===== src/rtl/cpu_defs.sv =====
`default_nettype none
// ============================================================================
//  Module   : cpu_defs (package)
//  Brief    : Shared opcodes, NOP encoding and LM/SM sequencer state encoding
//  Revision : 1.0  initial release
// ============================================================================
package cpu_defs;

    localparam logic [3:0]  c_OP_LM = 4'b0110;
    localparam logic [3:0]  c_OP_SM = 4'b0111;
    localparam logic [15:0] c_NOP   = 16'hF000;

    typedef enum logic [0:0] {
        IDLE = 1'b0,
        SEQ  = 1'b1
    } seqState_t;

endpackage
`default_nettype wire


===== src/rtl/lsb_find_8.sv =====
`default_nettype none
// ============================================================================
//  Module   : lsb_find_8
//  Brief    : Combinational lowest-set-bit priority encoder, 8-bit input
//  Revision : 1.0  initial release
// ============================================================================
module lsb_find_8 (
    input  logic [7:0] mask,
    output logic [2:0] index,
    output logic       any
);

    // Scan downward so the lowest set bit is the last (winning) assignment.
    always_comb begin
        index = 3'd0;
        for (int i = 7; i >= 0; i--) begin
            if (mask[i]) begin
                index = i[2:0];
            end
        end
    end

    assign any = |mask;

endmodule
`default_nettype wire


===== src/rtl/lm_sm_sequencer.sv =====
`default_nettype none
// ============================================================================
//  Module   : lm_sm_sequencer
//  Brief    : Expands LM/SM into one micro-op per mask bit, stalling fetch
//  Revision : 1.0  initial release
// ============================================================================
module lm_sm_sequencer
    import cpu_defs::*;
#(
    parameter logic [3:0] OP_LM  = c_OP_LM,
    parameter logic [3:0] OP_SM  = c_OP_SM,
    parameter int         MASK_W = 8
) (
    input  logic        clk,
    input  logic        reset,
    input  logic [15:0] ir,
    input  logic        valid,
    input  logic        stall_in,
    input  logic        flush,
    output logic        modify_ir,
    output logic [2:0]  modify_pr2_ra,
    output logic        first_multiple,
    output logic        stall_fetch,
    output logic        kill
);

    seqState_t         r_state;
    seqState_t         w_stateNext;
    logic [MASK_W-1:0] r_remaining;
    logic [MASK_W-1:0] w_remainingNext;

    logic [MASK_W-1:0] w_irMask;
    logic [MASK_W-1:0] w_irRest;
    logic [MASK_W-1:0] w_remRest;
    logic [2:0]        w_irIdx;
    logic [2:0]        w_remIdx;
    logic              w_irAny;
    logic              w_remAny;
    logic              w_isMultiple;
    logic              w_unusedIr;

    assign w_irMask     = ir[MASK_W-1:0];
    assign w_isMultiple = valid & ((ir[15:12] == OP_LM) | (ir[15:12] == OP_SM));
    assign w_unusedIr   = ^ir[11:MASK_W];

    // x & (x-1) drops the lowest set bit; nonzero result means more work remains.
    assign w_irRest  = w_irMask & (w_irMask - MASK_W'(1));
    assign w_remRest = r_remaining & (r_remaining - MASK_W'(1));

    lsb_find_8 u_lsbIr (
        .mask  (w_irMask),
        .index (w_irIdx),
        .any   (w_irAny)
    );

    lsb_find_8 u_lsbRem (
        .mask  (r_remaining),
        .index (w_remIdx),
        .any   (w_remAny)
    );

    always_ff @(posedge clk or negedge reset) begin
        if (!reset) begin
            r_state     <= IDLE;
            r_remaining <= '0;
        end else begin
            r_state     <= w_stateNext;
            r_remaining <= w_remainingNext;
        end
    end

    always_comb begin
        w_stateNext     = r_state;
        w_remainingNext = r_remaining;
        modify_ir       = 1'b0;
        modify_pr2_ra   = 3'd0;
        first_multiple  = 1'b0;
        stall_fetch     = 1'b0;
        kill            = 1'b0;

        if (flush) begin
            // Kill any sequence and release fetch so it can redirect.
            w_stateNext     = IDLE;
            w_remainingNext = '0;
        end else begin
            case (r_state)
                IDLE: begin
                    if (w_isMultiple) begin
                        if (w_irAny) begin
                            modify_ir      = 1'b1;
                            modify_pr2_ra  = w_irIdx;
                            first_multiple = 1'b1;
                            stall_fetch    = |w_irRest;
                            if (!stall_in) begin
                                w_remainingNext = w_irRest;
                                w_stateNext     = (|w_irRest) ? SEQ : IDLE;
                            end
                        end else begin
                            kill = 1'b1;
                        end
                    end
                end
                SEQ: begin
                    modify_ir     = w_remAny;
                    modify_pr2_ra = w_remIdx;
                    stall_fetch   = |w_remRest;
                    if (!stall_in) begin
                        w_remainingNext = w_remRest;
                        w_stateNext     = (|w_remRest) ? SEQ : IDLE;
                    end
                end
                default: begin
                    w_stateNext     = IDLE;
                    w_remainingNext = '0;
                end
            endcase
        end

        // Outputs fall to zero the moment reset asserts, not at the next edge.
        if (!reset) begin
            modify_ir      = 1'b0;
            modify_pr2_ra  = 3'd0;
            first_multiple = 1'b0;
            stall_fetch    = 1'b0;
            kill           = 1'b0;
        end
    end

endmodule
`default_nettype wire


===== config.mk =====
export PLATFORM = sky130hd
export DESIGN_NAME = lm_sm_sequencer
export DESIGN_NICKNAME = d
export VERILOG_FILES = /design/src/rtl/cpu_defs.sv /design/src/rtl/lsb_find_8.sv /design/src/rtl/lm_sm_sequencer.sv
export SDC_FILE = /design/constraint.sdc
export NUM_CORES = 1
export LEC_CHECK = 0
export ABC_AREA = 1
export CORE_UTILIZATION = 38
export CTS_BUF_LIST = sky130_fd_sc_hd__clkbuf_4
export DETAILED_ROUTE_END_ITERATION = 8
export HOLD_SLACK_MARGIN = 0.03
export PLACE_DENSITY = 0.74
export SYNTH_ARGS = -nofsm -noshare
export SYNTH_HDL_FRONTEND = slang
export SYNTH_SLANG_ARGS = --single-unit
export TNS_END_PERCENT = 30

===== constraint.sdc =====
create_clock -name clk -period 1.6 [get_ports clk]
set_input_delay 0.32 -clock clk [delete_from_list [all_inputs] [get_ports clk]]
set_output_delay 0.32 -clock clk [all_outputs]
set_load 0.05 [all_outputs]

==> results of run 1 <==
layout by cell type, fill, tap and decap left out:
cell	instances
nand3_2	2
buf_8	1
dfrtp_2	5
o22ai_1	3
nand3_4	1
nor4_4	1
o211ai_1	1
buf_12	8
a21oi_4	1
buf_2	6
or2_4	1
o31ai_1	1
inv_1	12
o31ai_4	1
inv_2	4
clkdlybuf4s50_1	1
o22ai_2	1
buf_4	51
o21ai_0	4
nor2_2	8
a21boi_1	2
nor2_1	13
o21bai_1	2
clkbuf_4	3
dfrtp_1	3
nand2_2	13
buf_6	4
nor2_4	9
o21ai_4	1
clkinvlp_4	1
o21ai_2	5
a21oi_1	6
dlygate4sd2_1	4
nand3_1	7
nand2_4	2
nand2_1	31
state kept, by name, indices dropped and copies added, names as in the netlist:
register and cells:
r_remaining 7, r_state 1
worst paths after layout:
kind | from | end | slack [ps]
min | reset | r_remaining[3] | 150
min in group clk | ir[1] | r_remaining[1] | 520
max | r_remaining[1] | stall_fetch | -390
min reg2reg | r_remaining[7] | r_remaining[7] | 560
max in group asynchronous | reset | r_remaining[5] | 1300
max reg2reg | r_remaining[1] | r_state | 60
routing by layer:
layer / vias up / global-route usage / part of all wire
met4: 0 / 0.191 / 0.052
met2: 109 / 0.565 / 0.49
met3: 29 / 0.0903 / 0.094
li1: 616 / - / -
met1: 639 / 0.361 / 0.37
met5: - / 0 / 0
cell type report:
type	instances	area, µm²
fillers	106	246
multi-input cells	116	747
well taps	27	33.8
inverters	17	67.6
flip-flops and latches	8	206
repair buffers	75	678
clock buffers	3	22.5
critical path, cell delays in order (launching register included):
cell	delay, ps
dfrtp_2	470
o21ai_0	310
nand2_2	120
nor2_4	140
nand2_2	90
nand2_2	90
nand2_4	50
buf_12	140
metrics by stage:
stage	setup WS, ps	setup TNS, ps	cell area [µm²]
final	-385	-1810	1760
after global routing	-432	-2240	1760
after CTS	-273	-1220	1660
after detailed placement	-573	-6100	1540
after global placement	-470	-4810	1540
after floorplan	-133	-401	906
repair_timing:
item,in CTS,in global routing
setup buffers,11,2
endpoints found under the setup margin,15,8
gates resized for setup,68,31
pin swaps,21,12
power by group:
| group | internal, W | switching [W] |
|---|---|---|
| Sequential | 0.000229 | 0.0000516 |
| Clock | 0.0000854 | 0.0000620 |
| Combinational | 0.000256 | 0.000269 |
cell families (layout without fill, tap and decap cells):
logic type | count (synthesis) | count (layout) | share of synthesized area
simple gates | 88 | 88 | 0.447
buf+inv | 18 | 95 | 0.0901
flops | 8 | 8 | 0.240
compound gates | 28 | 28 | 0.222
==> flow_summary.yaml, run 1 <==
status:
  outcome: "finished, violations left"
  violations: "negative setup slack"
final_layout:
  utilization: 0.877
  layout-drive-gt1-share: 0.589
  fin_nets: 242
  syn2layout_area_growth_pct: 111
  num_antenna_cells: 0
  final_cells: 246
yosys:
  syn_area_um2: 833
  synth_edf_count: 0
  yosys.area.top_type: "dfrtp_1"
  synthCells: 142
  synth_cell_types: 20
  synth_seq_cells: 8
  synthFlopType: "dfrtp_1"
  synth_commonest_cells: "44 x nand2_1, 26 x nor2_1, 17 x inv_1"
  syn-num-nets: 163
  ys_seq_area_frac: 0.240
  yosysMostFrequentCell: "nand2_1"
  syn_area_per_cell_um2: 5.87
  synth_area_leaders: "dfrtp_1 24%, nand2_1 20%, nor2_1 12%"
  ys_async_sr_fraction: 1.00
  ys_warn_count: 0
  yosys.area.top_type_share: 0.240
placed_design:
  finalWeightedCongestion: 0.881
  port_buffers: 22
  dp_cells: 231
  hpwl_um: 2500
setup_path:
  required_ps: 1280
  endpoint_kind: "output port"
  path_class: "reg -> out"
  crit_arrival_ps: 1670
  worst-path-max-fanout: 6
  start_kind: "flop"
  r2r_cells: 8
pwr:
  power_w: 0.000953
  ir_drop_v: 0.000848
  power_density_mw_per_mm2: 543
  p_leak_nw: 0.824
sta:
  hold_violations: 0
  fin_skew_ps: 4.84
  fin_hold_ws_ps: 155
  final-setup-viol-count: 7
  rsz0062_at_grt: "true"
  fin_crit_ps: 1990
  finalWorstSetupSlack_ps: -385
  fin_crit_sh: 1.24
  maxSlewHeadroom: 0.738
  tightest_slew_ps: 389
  max_freq_mhz: 504
  slew_viol_final: 0
floorplan:
  die_y_um: 48.8
  rows: 16
  coreArea_mm2: 0.00200
  initial_core_util: 0.416
  chipWidth_um: 48.8
  ioPinCount: 28
  dieArea_mm2: 0.00238
clock_tree:
  htree_levels: 1
  clk_pin_slew_ps: 50
  cts_buffer_depth: 2
  numCtsBuffers: 3
  postCtsHoldBufs: 0
  insertion_delay_ps: 250
  root_buffer: "clkbuf_4"
  cts_tree: "yes"
  clock_sinks: 8
global_routing:
  grt_max_degree: 15
  first_global_vias: 1346
  track_usage: 0.329
  grt_pass1_wl_um: 5910
  antenna_found_initial: 0
  grt_overflow: 0
route:
  vias: 1393
  dr.pass1.iters: 5
  drt-initial-drc-count: 74
  drcViolationCount: 0
  avgRoutedWirePerCell_um: 16.6
  drtAntennaViolNets: 0
  vias_per_cell: 5.66
  totalWireLength_um: 4090
min_path:
  hp-class: "in -> async"
run:
  maxCapViolCount: 0
Note: power is estimated with default switching activity, not from simulation.
==> run 2, diff against run 1 <==
--- a/config.mk
+++ b/config.mk
@@ -6,6 +6,7 @@
 export NUM_CORES = 1
 export LEC_CHECK = 0
 export ABC_AREA = 1
+export CAP_MARGIN = 20
 export CORE_UTILIZATION = 38
 export CTS_BUF_LIST = sky130_fd_sc_hd__clkbuf_4
 export DETAILED_ROUTE_END_ITERATION = 8
==> results of run 2 <==
Final layout, timing and power as in run 1 (identical DEF).
==> run 3, diff against run 2 <==
--- a/config.mk
+++ b/config.mk
@@ -8,7 +8,7 @@
 export ABC_AREA = 1
 export CAP_MARGIN = 20
 export CORE_UTILIZATION = 38
-export CTS_BUF_LIST = sky130_fd_sc_hd__clkbuf_4
+export CTS_BUF_LIST = sky130_fd_sc_hd__clkbuf_16
 export DETAILED_ROUTE_END_ITERATION = 8
 export HOLD_SLACK_MARGIN = 0.03
 export PLACE_DENSITY = 0.74
==> constraint.sdc (replaced) <==
create_clock -name clk -period 2.3 [get_ports clk]
set_input_delay 0.46 -clock clk [delete_from_list [all_inputs] [get_ports clk]]
set_output_delay 0.46 -clock clk [all_outputs]
set_load 0.05 [all_outputs]
==> flow_summary.yaml, run 3 (synthesized netlist as in run 1, its figures left out) <==
route:
  totalWireLength_um: 2560
  avgRoutedWirePerCell_um: 11.5
  dr.pass1.iters: 4
  vias: 1121
  drt-initial-drc-count: 40
  drtAntennaViolNets: 0
  vias_per_cell: 5.05
  drcViolationCount: 0
sta:
  fin_setup_tns_ps: 0
  finalWorstSetupSlack_ps: 60.4
  final-setup-viol-count: 0
  maxSlewHeadroom: 0.718
  hold_violations: 0
  fin_crit_sh: 0.974
  tightest_slew_ps: 422
  fin_crit_ps: 2240
  max_freq_mhz: 447
  fin_skew_ps: 3.13
  slew_viol_final: 0
pwr:
  p_leak_nw: 0.739
  ir_drop_v: 0.000693
  power_density_mw_per_mm2: 453
final_layout:
  final_common_cell: "nand2_1"
  fin_nets: 218
  layout-drive-gt1-share: 0.338
  num_antenna_cells: 0
  largest_register: "r_remaining"
  syn2layout_area_growth_pct: 79.9
  fin_area_mm2: 0.00150
  layout_common_cells: "42 x nand2_1, 29 x buf_4, 21 x nor2_1"
  top_regs: "r_remaining x7, r_state x1"
  largest_reg_flops: 7
floorplan:
  coreArea_mm2: 0.00200
  chipWidth_um: 48.8
  ioPinCount: 28
  die_y_um: 48.8
  initial_core_util: 0.416
  rows: 16
  dieArea_mm2: 0.00238
placed_design:
  dp_slack_ps: -135
  hpwl_um: 1960
  dpl-instance-area_mm2: 0.00134
  finalWeightedCongestion: 0.879
  port_buffers: 22
setup_path:
  crit_family: "buffers and inverters"
  crit_arrival_ps: 1780
  crit_slowest_cell: "clkdlybuf4s50_1"
  endpoint_kind: "output port"
  cpMostUsedCell: "buf_4"
  required_ps: 1840
  worst-path-max-fanout: 3
  r2r_cells: 5
  path_class: "in -> out"
  cp.depth: 8
  r2r_start: "r_state"
  slowest_delay_ps: 470
  cp_cell_sequence: "clkdlybuf4s50_1 > nand3_2 > nor2_4 > nand2_2 > buf_4 > buf_4 > nand2_1 > buf_12"
  start_kind: "input port"
  path_buf_inv: 4
  crit_path_start: "ir[14]"
  r2r_slack_ps: 820
global_routing:
  track_usage: 0.225
  antenna_found_initial: 0
  grt_pass1_wl_um: 4130
  grt_max_degree: 15
  first_global_vias: 1043
  grt_overflow: 0
run:
  maxCapViolCount: 0
clock_tree:
  htree_levels: 1
  clock_sinks: 8
  cts_tree: "yes"
  insertion_delay_ps: 230
  numCtsBuffers: 3
  postCtsHoldBufs: 0
  clk_pin_slew_ps: 40
  cts_buffer_depth: 2
  root_buffer: "clkbuf_16"
status:
  outcome: "completed"
min_path:
  min_from: "r_remaining[6]"
  hp-class: "reg -> reg"
  holdPathStages: 2
-- run 3: changes by cell type in the layout (fill, tap and decap cells not counted), sizes merged --
cell and delta:
dlymetal6s2s +2, clkbuf +1, clkinvlp -1, clkdlybuf4s50 +2, inv +1, buf -35, dlygate4sd2 +6
-- run 3: timing repair --
action,in CTS,in global routing
endpoints found under the setup margin,5,7
setup buffers,4,0
pin swaps,5,5
gates resized for setup,16,15
-- run 3: layout make-up --
class,count,area [µm²]
multi-input cells,116,621
repair buffers,51,505
fillers,156,503
flip-flops and latches,8,200
clock buffers,3,75.1
inverters,17,63.8
well taps,27,33.8
-- run 3: final timing paths --
check | end
max | modify_ir
max in group asynchronous | r_remaining[7]
min reg2reg | r_remaining[6]
min in group asynchronous | r_remaining[4]
max reg2reg | r_remaining[5]
min | r_remaining[6]
-- run 3: routing by layer --
metal / GRT usage / share of wire / routed length (µm)
met1: 0.260 / 0.42 / 1090
met2: 0.405 / 0.52 / 1320
met3: 0.0810 / 0.059 / 151
met4: 0.0294 / 0 / 0
met5: 0 / 0 / 0
-- run 3: worst register-to-register path, stage by stage, from the launching register on --
cell,delay [ps]
dfrtp_1,440
nor2_2,130
inv_1,70
buf_4,170
o21ai_4,380
o21ai_0,160
-- run 3: per-stage QoR --
stage / instances / utilization / hold slack, ps / power (W)
after floorplan: 142 / - / 164 / 0.000287
after detailed placement: 215 / 0.669 / 548 / 0.000381
after CTS: 222 / 0.730 / 562 / 0.000673
after global routing: 222 / 0.749 / 599 / 0.000724
after global placement: 215 / 0.669 / 544 / 0.000376
final: 222 / 0.749 / 574 / 0.000679
-- run 3: where the power goes --
| part | internal, W | switching [W] | total [W] | leakage, nW |
|---|---|---|---|---|
| sequential | 0.000158 | 0.0000235 | 0.000181 | 0.102 |
| clock | 0.000224 | 0.0000655 | 0.000289 | 0.0370 |
| combinational | 0.0000929 | 0.000116 | 0.000209 | 0.600 |
| total | 0.000474 | 0.000205 | 0.000679 | 0.739 |
